### src/rtl/serial_add_ctrl_pkg.sv
// -----------------------------------------------------------------------------
// serial_add_ctrl_pkg
// Shared definitions for the nibble-serial adder/subtractor controller and
// anything that needs to reason about it (e.g. its testbench).
//   SLICE_W   : width of one serial slice, in bits
//   state_t   : controller FSM states
//   idx_width : width of the slice index for a given slice count (min 1)
// -----------------------------------------------------------------------------
package serial_add_ctrl_pkg;

  localparam int SLICE_W = 4;

  typedef enum logic [1:0] {
    IDLE = 2'd0,
    RUN  = 2'd1,
    DONE = 2'd2
  } state_t;

  function automatic int idx_width(input int n);
    return (n > 1) ? $clog2(n) : 1;
  endfunction

endpackage

### src/rtl/four_adder.sv
// -----------------------------------------------------------------------------
// four_adder
// 4-bit ripple add with carry in/out.
// Ports:
//   sum   : out, 4  -- a + b + c_in, low 4 bits
//   c_out : out, 1  -- carry out of bit 3
//   c_in  : in,  1  -- carry in
//   a, b  : in,  4  -- addends
// -----------------------------------------------------------------------------
module four_adder (
  output logic [3:0] sum,
  output logic       c_out,
  input  logic       c_in,
  input  logic [3:0] a,
  input  logic [3:0] b
);

  assign {c_out, sum} = {1'b0, a} + {1'b0, b} + {4'b0000, c_in};

endmodule

### src/rtl/serial_add_ctrl.sv
// -----------------------------------------------------------------------------
// serial_add_ctrl
// Signed add/subtract of two W-bit operands, one 4-bit slice per clock,
// LSB slice first, through a single shared four_adder.
// Parameters:
//   NIBBLES : slices per operand, W = 4*NIBBLES
// Ports:
//   clk    : in,  1  -- clock, rising edge
//   rst_n  : in,  1  -- asynchronous active-low reset
//   start  : in,  1  -- begin an operation (accepted in IDLE or DONE)
//   sub    : in,  1  -- 0: a+b, 1: a-b (sampled with start)
//   a, b   : in,  W  -- signed operands (sampled with start)
//   busy   : out, 1  -- operation in progress
//   done   : out, 1  -- one-cycle result-valid pulse
//   sum    : out, W  -- registered result
//   c_out  : out, 1  -- carry out of MSB slice (sub: 1 = no borrow)
//   ovf    : out, 1  -- signed overflow
// Timing: start accepted at edge N, slices at edges N+1..N+NIBBLES, done high
// in the cycle after edge N+NIBBLES.
// -----------------------------------------------------------------------------
module serial_add_ctrl
  import serial_add_ctrl_pkg::*;
#(
  parameter int NIBBLES = 4
) (
  input  logic                          clk,
  input  logic                          rst_n,
  input  logic                          start,
  input  logic                          sub,
  input  logic [SLICE_W*NIBBLES-1:0]    a,
  input  logic [SLICE_W*NIBBLES-1:0]    b,
  output logic                          busy,
  output logic                          done,
  output logic [SLICE_W*NIBBLES-1:0]    sum,
  output logic                          c_out,
  output logic                          ovf
);

  localparam int W     = SLICE_W * NIBBLES;
  localparam int IDX_W = idx_width(NIBBLES);
  localparam logic [IDX_W-1:0] LAST_IDX = IDX_W'(NIBBLES - 1);

  state_t state_q, state_d;

  // b_q holds B' (already inverted for subtraction); carry_q is preloaded
  // with sub so that the first slice supplies the +1 of two's complement.
  logic signed [W-1:0] a_q;
  logic signed [W-1:0] b_q;
  logic [IDX_W-1:0]    idx_q;
  logic                carry_q;
  logic [W-1:0]        sum_q;
  logic                c_out_q;
  logic                ovf_q;

  logic                accept;
  logic                last_slice;

  logic [SLICE_W-1:0]  a_sl;
  logic [SLICE_W-1:0]  b_sl;
  logic [SLICE_W-1:0]  s_sl;
  logic                c_sl;

  // ---------------------------------------------------------------------------
  // Controller: state register
  // ---------------------------------------------------------------------------
  always_ff @(posedge clk or negedge rst_n) begin
    if (!rst_n) begin
      state_q <= IDLE;
    end else begin
      state_q <= state_d;
    end
  end

  // Controller: next state and status outputs
  always_comb begin
    state_d    = state_q;
    busy       = 1'b0;
    done       = 1'b0;
    accept     = 1'b0;
    last_slice = 1'b0;
    case (state_q)
      IDLE: begin
        if (start) begin
          accept  = 1'b1;
          state_d = RUN;
        end
      end
      RUN: begin
        busy = 1'b1;
        if (idx_q == LAST_IDX) begin
          last_slice = 1'b1;
          state_d    = DONE;
        end
      end
      DONE: begin
        done = 1'b1;
        // A start here chains straight into the next operation.
        if (start) begin
          accept  = 1'b1;
          state_d = RUN;
        end else begin
          state_d = IDLE;
        end
      end
      default: begin
        state_d = IDLE;
      end
    endcase
  end

  // ---------------------------------------------------------------------------
  // Slice select: pick slice idx_q of both latched operands
  // ---------------------------------------------------------------------------
  always_comb begin
    a_sl = '0;
    b_sl = '0;
    for (int i = 0; i < NIBBLES; i++) begin
      if (idx_q == IDX_W'(i)) begin
        a_sl = a_q[i*SLICE_W +: SLICE_W];
        b_sl = b_q[i*SLICE_W +: SLICE_W];
      end
    end
  end

  four_adder u_slice (
    .sum   (s_sl),
    .c_out (c_sl),
    .c_in  (carry_q),
    .a     (a_sl),
    .b     (b_sl)
  );

  // ---------------------------------------------------------------------------
  // Datapath registers: operand latch, slice write-back, flags
  // ---------------------------------------------------------------------------
  always_ff @(posedge clk or negedge rst_n) begin
    if (!rst_n) begin
      a_q     <= '0;
      b_q     <= '0;
      idx_q   <= '0;
      carry_q <= 1'b0;
      sum_q   <= '0;
      c_out_q <= 1'b0;
      ovf_q   <= 1'b0;
    end else if (accept) begin
      a_q     <= a;
      b_q     <= sub ? ~b : b;
      idx_q   <= '0;
      carry_q <= sub;
    end else if (state_q == RUN) begin
      for (int i = 0; i < NIBBLES; i++) begin
        if (idx_q == IDX_W'(i)) begin
          sum_q[i*SLICE_W +: SLICE_W] <= s_sl;
        end
      end
      carry_q <= c_sl;
      if (last_slice) begin
        // Index parks on the last slice rather than wrapping.
        c_out_q <= c_sl;
        ovf_q   <= (a_q[W-1] == b_q[W-1]) && (s_sl[SLICE_W-1] != a_q[W-1]);
      end else begin
        idx_q <= idx_q + 1'b1;
      end
    end
  end

  assign sum   = sum_q;
  assign c_out = c_out_q;
  assign ovf   = ovf_q;

endmodule

### config.mk
export PLATFORM = sky130hd
export DESIGN_NAME = serial_add_ctrl
export DESIGN_NICKNAME = d
export VERILOG_FILES = /design/src/rtl/serial_add_ctrl_pkg.sv /design/src/rtl/four_adder.sv /design/src/rtl/serial_add_ctrl.sv
export SDC_FILE = /design/constraint.sdc
export NUM_CORES = 1
export LEC_CHECK = 0
export ABC_CLOCK_PERIOD_IN_PS = 2800
export BUFFER_PORTS_ARGS = -buffer_cell sky130_fd_sc_hd__buf_4
export CORE_MARGIN = 3
export CORE_UTILIZATION = 49
export DETAILED_ROUTE_END_ITERATION = 10
export HOLD_SLACK_MARGIN = 0.08
export PLACE_DENSITY = 0.75
export SYNTH_ARGS = -nofsm -noshare
export SYNTH_HDL_FRONTEND = slang
export SYNTH_SLANG_ARGS = --single-unit
### constraint.sdc
create_clock -name clk -period 2.8 [get_ports clk]
set_input_delay 0.28 -clock clk [delete_from_list [all_inputs] [get_ports clk]]
set_output_delay 0.28 -clock clk [all_outputs]
set_load 0.03 [all_outputs]
* Yosys cells after proc, flatten, opt, wreduce, memory -nomap -nowiden *
Cells that the tools add are included.

word-level totals
  bits of input ports = 36
  register bits after elaboration = 55

cells by class
  bitwise gates (word level) = 2
  mux-type cells = 24
  equal/unequal tests = 10
  $add $sub $neg = 3
  reduce and logical (&&, ||, !) cells = 12

operators with widths
  kind                   number
  $mux W4                8
  $mux W16               1
  $not A16 Y16           1
  $reduce_and A3 Y1      5
  $mux W2                5
  $mux W1                9
  $eq A2 B2 Y1 const B   3
  $ne A2 B2 Y1 const B   3
  $pmux W2 S3            1
  $add A4 B4 Y5          1
  $add A5 B1 Y5          1
  $eq A2 B1 Y1 const B   2
  $logic_not A2 Y1       2
  $reduce_and A2 Y1      2
  $add A2 B1 Y2 const B  1
  $reduce_bool A2 Y1     1
  $reduce_or A2 Y1       1
  $eq A1 B1 Y1           1
  $logic_and A1 B1 Y1    1
  $ne A1 B1 Y1           1
  $not A1 Y1             1

* Longest topological paths before layout *
  depth after elaboration = 9
  depth in mapped cells = 13
  mapped depth without buffers = 13

* Cells and area by module *
Synthesis repeated with hierarchy kept, for this count alone.

second synthesis, totals
  cells, all modules = 245
  area, all modules = 2837.7 um^2

modules (own cells, without submodules)
  module           area each (um^2)  instances  cells each
  serial_add_ctrl  2693.8            1          229
  four_adder       143.9             1          16

* Worst setup path before layout *
OpenSTA, ideal clock, no wires.

  path kind = register to register
  start point = reg idx_q[0]
  end point = reg carry_q
  library setup time = 125 ps
  setup slack = 34 ps
  required time = 2675 ps
  stages on the path, launching flop included = 14
  buffers on the path = 0
  data arrival time = 2641 ps
  cell sequence = dfrtp_1 > inv_1 > ha_1 > nor2b_4 > a221oi_1 > nor3_1 > a21oi_1 > fa_1 > inv_1 > fa_1 > a21o_1 > a21oi_1 > a21oi_1 > mux2_2

on the way
  cells in the longest elaborated chain, start to end = 9
  elaborated cells on any way between the ends = 16

ends and longest elaborated chain
  element                 RTL line                text
  start, declared         serial_add_ctrl.sv:49   logic [IDX_W-1:0] idx_q;
  start signal, assigned  serial_add_ctrl.sv:162  idx_q <= idx_q + 1'b1;
  $logic_not A2 Y1        serial_add_ctrl.sv:118  if (idx_q == IDX_W'(i)) begin
  $mux W4 (4 in series)   serial_add_ctrl.sv:118
  $add A4 B4 Y5 (*)       four_adder.sv:18        assign {c_out, sum} = {1'b0, a} + {1'b0, b} + {4'b0000, c_in};
  $add A5 B1 Y5 (*)       four_adder.sv:18
  $mux W1 (*)             serial_add_ctrl.sv:150  end else if (state_q == RUN) begin
  $mux W1 (*)             serial_add_ctrl.sv:145  end else if (accept) begin
  end signal, assigned    serial_add_ctrl.sv:149  carry_q <= sub;
  end signal, assigned    serial_add_ctrl.sv:156  carry_q <= c_sl;
  end, declared           serial_add_ctrl.sv:50   logic carry_q;

Mark *: on every way between the ends. The rest lies on a longest branch, timed or not. The select of a mux whose other input is x is not followed.
A chain may end at the register's enable or synchronous reset.

* Worst setup path in the final report *
  start point = reg idx_q[0]
  end point = reg sum_q[1] (netlist: sum[1])

on the way
  cells in the longest elaborated chain, start to end = 7
  elaborated cells on any way between the ends = 15

ends and longest elaborated chain
  element                        RTL line                text
  $logic_not A2 Y1               serial_add_ctrl.sv:118
  $mux W4 (4 in series)          serial_add_ctrl.sv:118
  $add A4 B4 Y5 (*)              four_adder.sv:18
  $add A5 B1 Y5 (*)              four_adder.sv:18
  named net s_sl[1]              serial_add_ctrl.sv:60   logic [SLICE_W-1:0] s_sl;
  end signal, assigned by index  serial_add_ctrl.sv:153  sum_q[i*SLICE_W +: SLICE_W] <= s_sl;
  end, declared                  serial_add_ctrl.sv:51   logic [W-1:0] sum_q;

The timed path passes the listed nets; every way through them passes the cells marked *.

==> out/qor.csv <==
metric,value,unit
met2 GRT Util,0.277,
Die Ht,80.8,um
CP peak stage delay,470,ps
Area growth syn-to-layout,25.1,%
FF-to-FF End,sum[1],
DR iter-0 viols,93,
largest net degree at the start of global routing,56,
Synthesis Warnings,0,
Port Buffer Count,55,
CP startpoint kind,flop,
Tightest Pin Transition,677,ps
Post-Route Setup TNS,0,ps
Crit Path Class,flop to flop,
Clock Tree Buf Depth,2,
worst vdd ir,639,uV
r2r setup slk,160,ps
Tcrit/Tclk final,0.942,
clock buffer count from CTS,5,
1st-pass router iterations,4,
Max Slew Vio Count,0,
Yosys top cell by area,dfrtp_1,
initial antenna violation count,0,
Max Cap Viol,0,
hold endpoint,a_q[13],
Synth cell types,35,
worst-case reg-to-reg path depth,9,
synthesized flop and latch total,55,
Routed Antenna Nets,0,
Max Clock Freq,379,MHz
Die Width,80.8,um
cells along the critical path,buf_4 -> buf_4 -> ha_1 -> nor3_1 -> a21oi_2 -> fa_2 -> inv_1 -> fa_2 -> mux2_4,
Root Buffer,clkbuf_8,
Yosys top cell area share,0.502,
Most Crowded Layer GR,met2,
antenna fix cells,0,
"commonest non-fill, non-tap cells in the layout","70 x buf_4, 55 x dfrtp_1, 43 x nand2_1",
via count,1956,
Hold Startpoint,a[13],
minimum clock period,2640,ps
R2R Path Start,idx_q[0],
Leakage,1.62,nW
vias in the first global route,1907,
max_slew headroom,0.548,
Routed WL per cell,14.1,um
Final HPWL DP,3.88,mm
status,completed,
routability cong.,0.862,
"slowest stage cell, crit path",fa_2,
synthesized instance count,251,
data required time of the worst path,3000,ps
"Reg clk slew, reported paths",90,ps
largest cells by area after synthesis,"dfrtp_1 50%, mux2_2 6.6%, nand2_1 5.9%, xnor2_1 5.7%, o21ai_0 4.9%",
post-route setup slack,162,ps
Setup Skew,5.73,ps
Worst Setup End Kind,flop,
# nets final,360,
"Hold Violations, Final",0,
total grt overflow,0,
DRC viols,0,
Min Hold Slack,180,ps
first-pass GRT wire length,9.17,mm
H-tree depth,2,
Design Power,4.75,mW
Hold Path Stages,2,
synthesized cell area,2740,um2
total track usage,0.184,
Sink Count,55,
share of cells above drive strength 1,0.373,
sequential share of the synthesized area,0.502,
Mapped Nets,296,
main flop type after synthesis,dfrtp_1,
met1 usage,0.261,
P per Cell Area,1380,nW/um2
Die ar.,6530,um2
met3 Use GR,0.0443,
Skew-Pair Late Insertion Delay,310,ps
final setup violation count,0,
Hold/Removal Path Class,input port to flop,
crit path DAT,2840,ps
via/cell ratio,5.07,
Post-synth EDFFs,0,
core area,5270,um2
final wirelength,5.46,mm
Place WS,-33.2,ps
CTS tree,done,
"commonest non-fill, non-tap cell in the layout",buf_4,
share of flip-flops with an asynchronous set or reset,1.00,
largest fanout on the critical path,7,
row count,26,
I/O Pins,56,
Post-Syn Area per Cell,10.9,um2
Initial Util,0.520,
-- logic make-up after synthesis --
| family | after synthesis | synth area share |
|---|---|---|
| xor gates and xnor gates | 18 | 0.0575 |
| DFF | 55 | 0.502 |
| and+or+nand+nor | 70 | 0.136 |
| buffers and inverters | 20 | 0.0484 |
| AOI/OAI and AO/OA | 58 | 0.120 |
| muxes | 21 | 0.0903 |
| adders and majority gates | 9 | 0.0465 |
-- routing by layer --
metal  part of all wire  wire length (um)  vias to the layer above
met5                  0                 0                        -
met4              0.023               124                        0
met3              0.070               384                       14
met2               0.44              2420                       68
met1               0.46              2530                      895
li1                   -                 -                      979
-- flip-flops by register name (all words and copies together), names as in the netlist --
register  flops
carry_q       1
sum          16
ovf           1
idx_q         2
b_q          16
c_out         1
state_q       2
a_q          16
-- worst max-delay path: cells and delay by family (launching register included) --
kind                       cells  cell delay, ps
adders and majority gates      3            1140
DFF                            1             410
muxes                          1             290
and+or+nand+nor                1             260
AOI/OAI and AO/OA              1              70
buffers and inverters          3             350
-- stage by stage --
stage | instance area [um2] | utilization | instances
global route | 3430 | 0.651 | 386
detailed placement | 3220 | 0.610 | 373
CTS | 3390 | 0.644 | 385
floorplan | 2740 | - | 251
finish | 3430 | 0.651 | 386
global placement | 3220 | 0.610 | 373
-- power breakdown --
group	internal (mW)	total [mW]	switching (mW)
clock network	0.357	0.609	0.251
logic	1.24	2.71	1.47
registers	1.19	1.43	0.245
-- worst max path at each step --
| stage | startpoint | to | slack [ps] | cells after the start |
|---|---|---|---|---|
| final | idx_q[0] | sum[1] | 160 | 9 |
| after detailed placement | idx_q[1] | carry_q | -30 | 13 |
| after global routing | idx_q[1] | carry_q | -3 | 13 |
| after floorplan | idx_q[0] | carry_q | 30 | 13 |
| after CTS | idx_q[1] | carry_q | 20 | 13 |
| after global placement | idx_q[1] | carry_q | 60 | 13 |
-- what timing repair did --
action                                  CTS  global route
pin swaps                                 0             4
endpoints found under the setup margin    1            10
endpoints found under the hold margin    55             0
hold buffers                              1             0
resized for setup                         2            10
buffers inserted                          3             1
-- Yosys cell counts (all sizes together), types with 2 or more instances --
cell,count
dfrtp,55
o21ai,36
nor3,3
nand3,3
buf,12
inv,5
nor2b,6
nand3b,5
a21oi,13
ha,7
a221oi,4
xnor2,18
clkbuf,2
fa,2
nor2,2
nand2,47
nand2b,2
mux2,21
o31ai,2
-- area by class of cell --
class	instances	area, um2
flip-flops and latches	55	1380
multi-input cells	176	1280
clock inverters	2	60.1
well taps	70	87.6
repair buffers	71	536
fillers	441	1840
inverters	6	23.8
clock buffers	6	72.6
(Power assumes the default switching activity.)
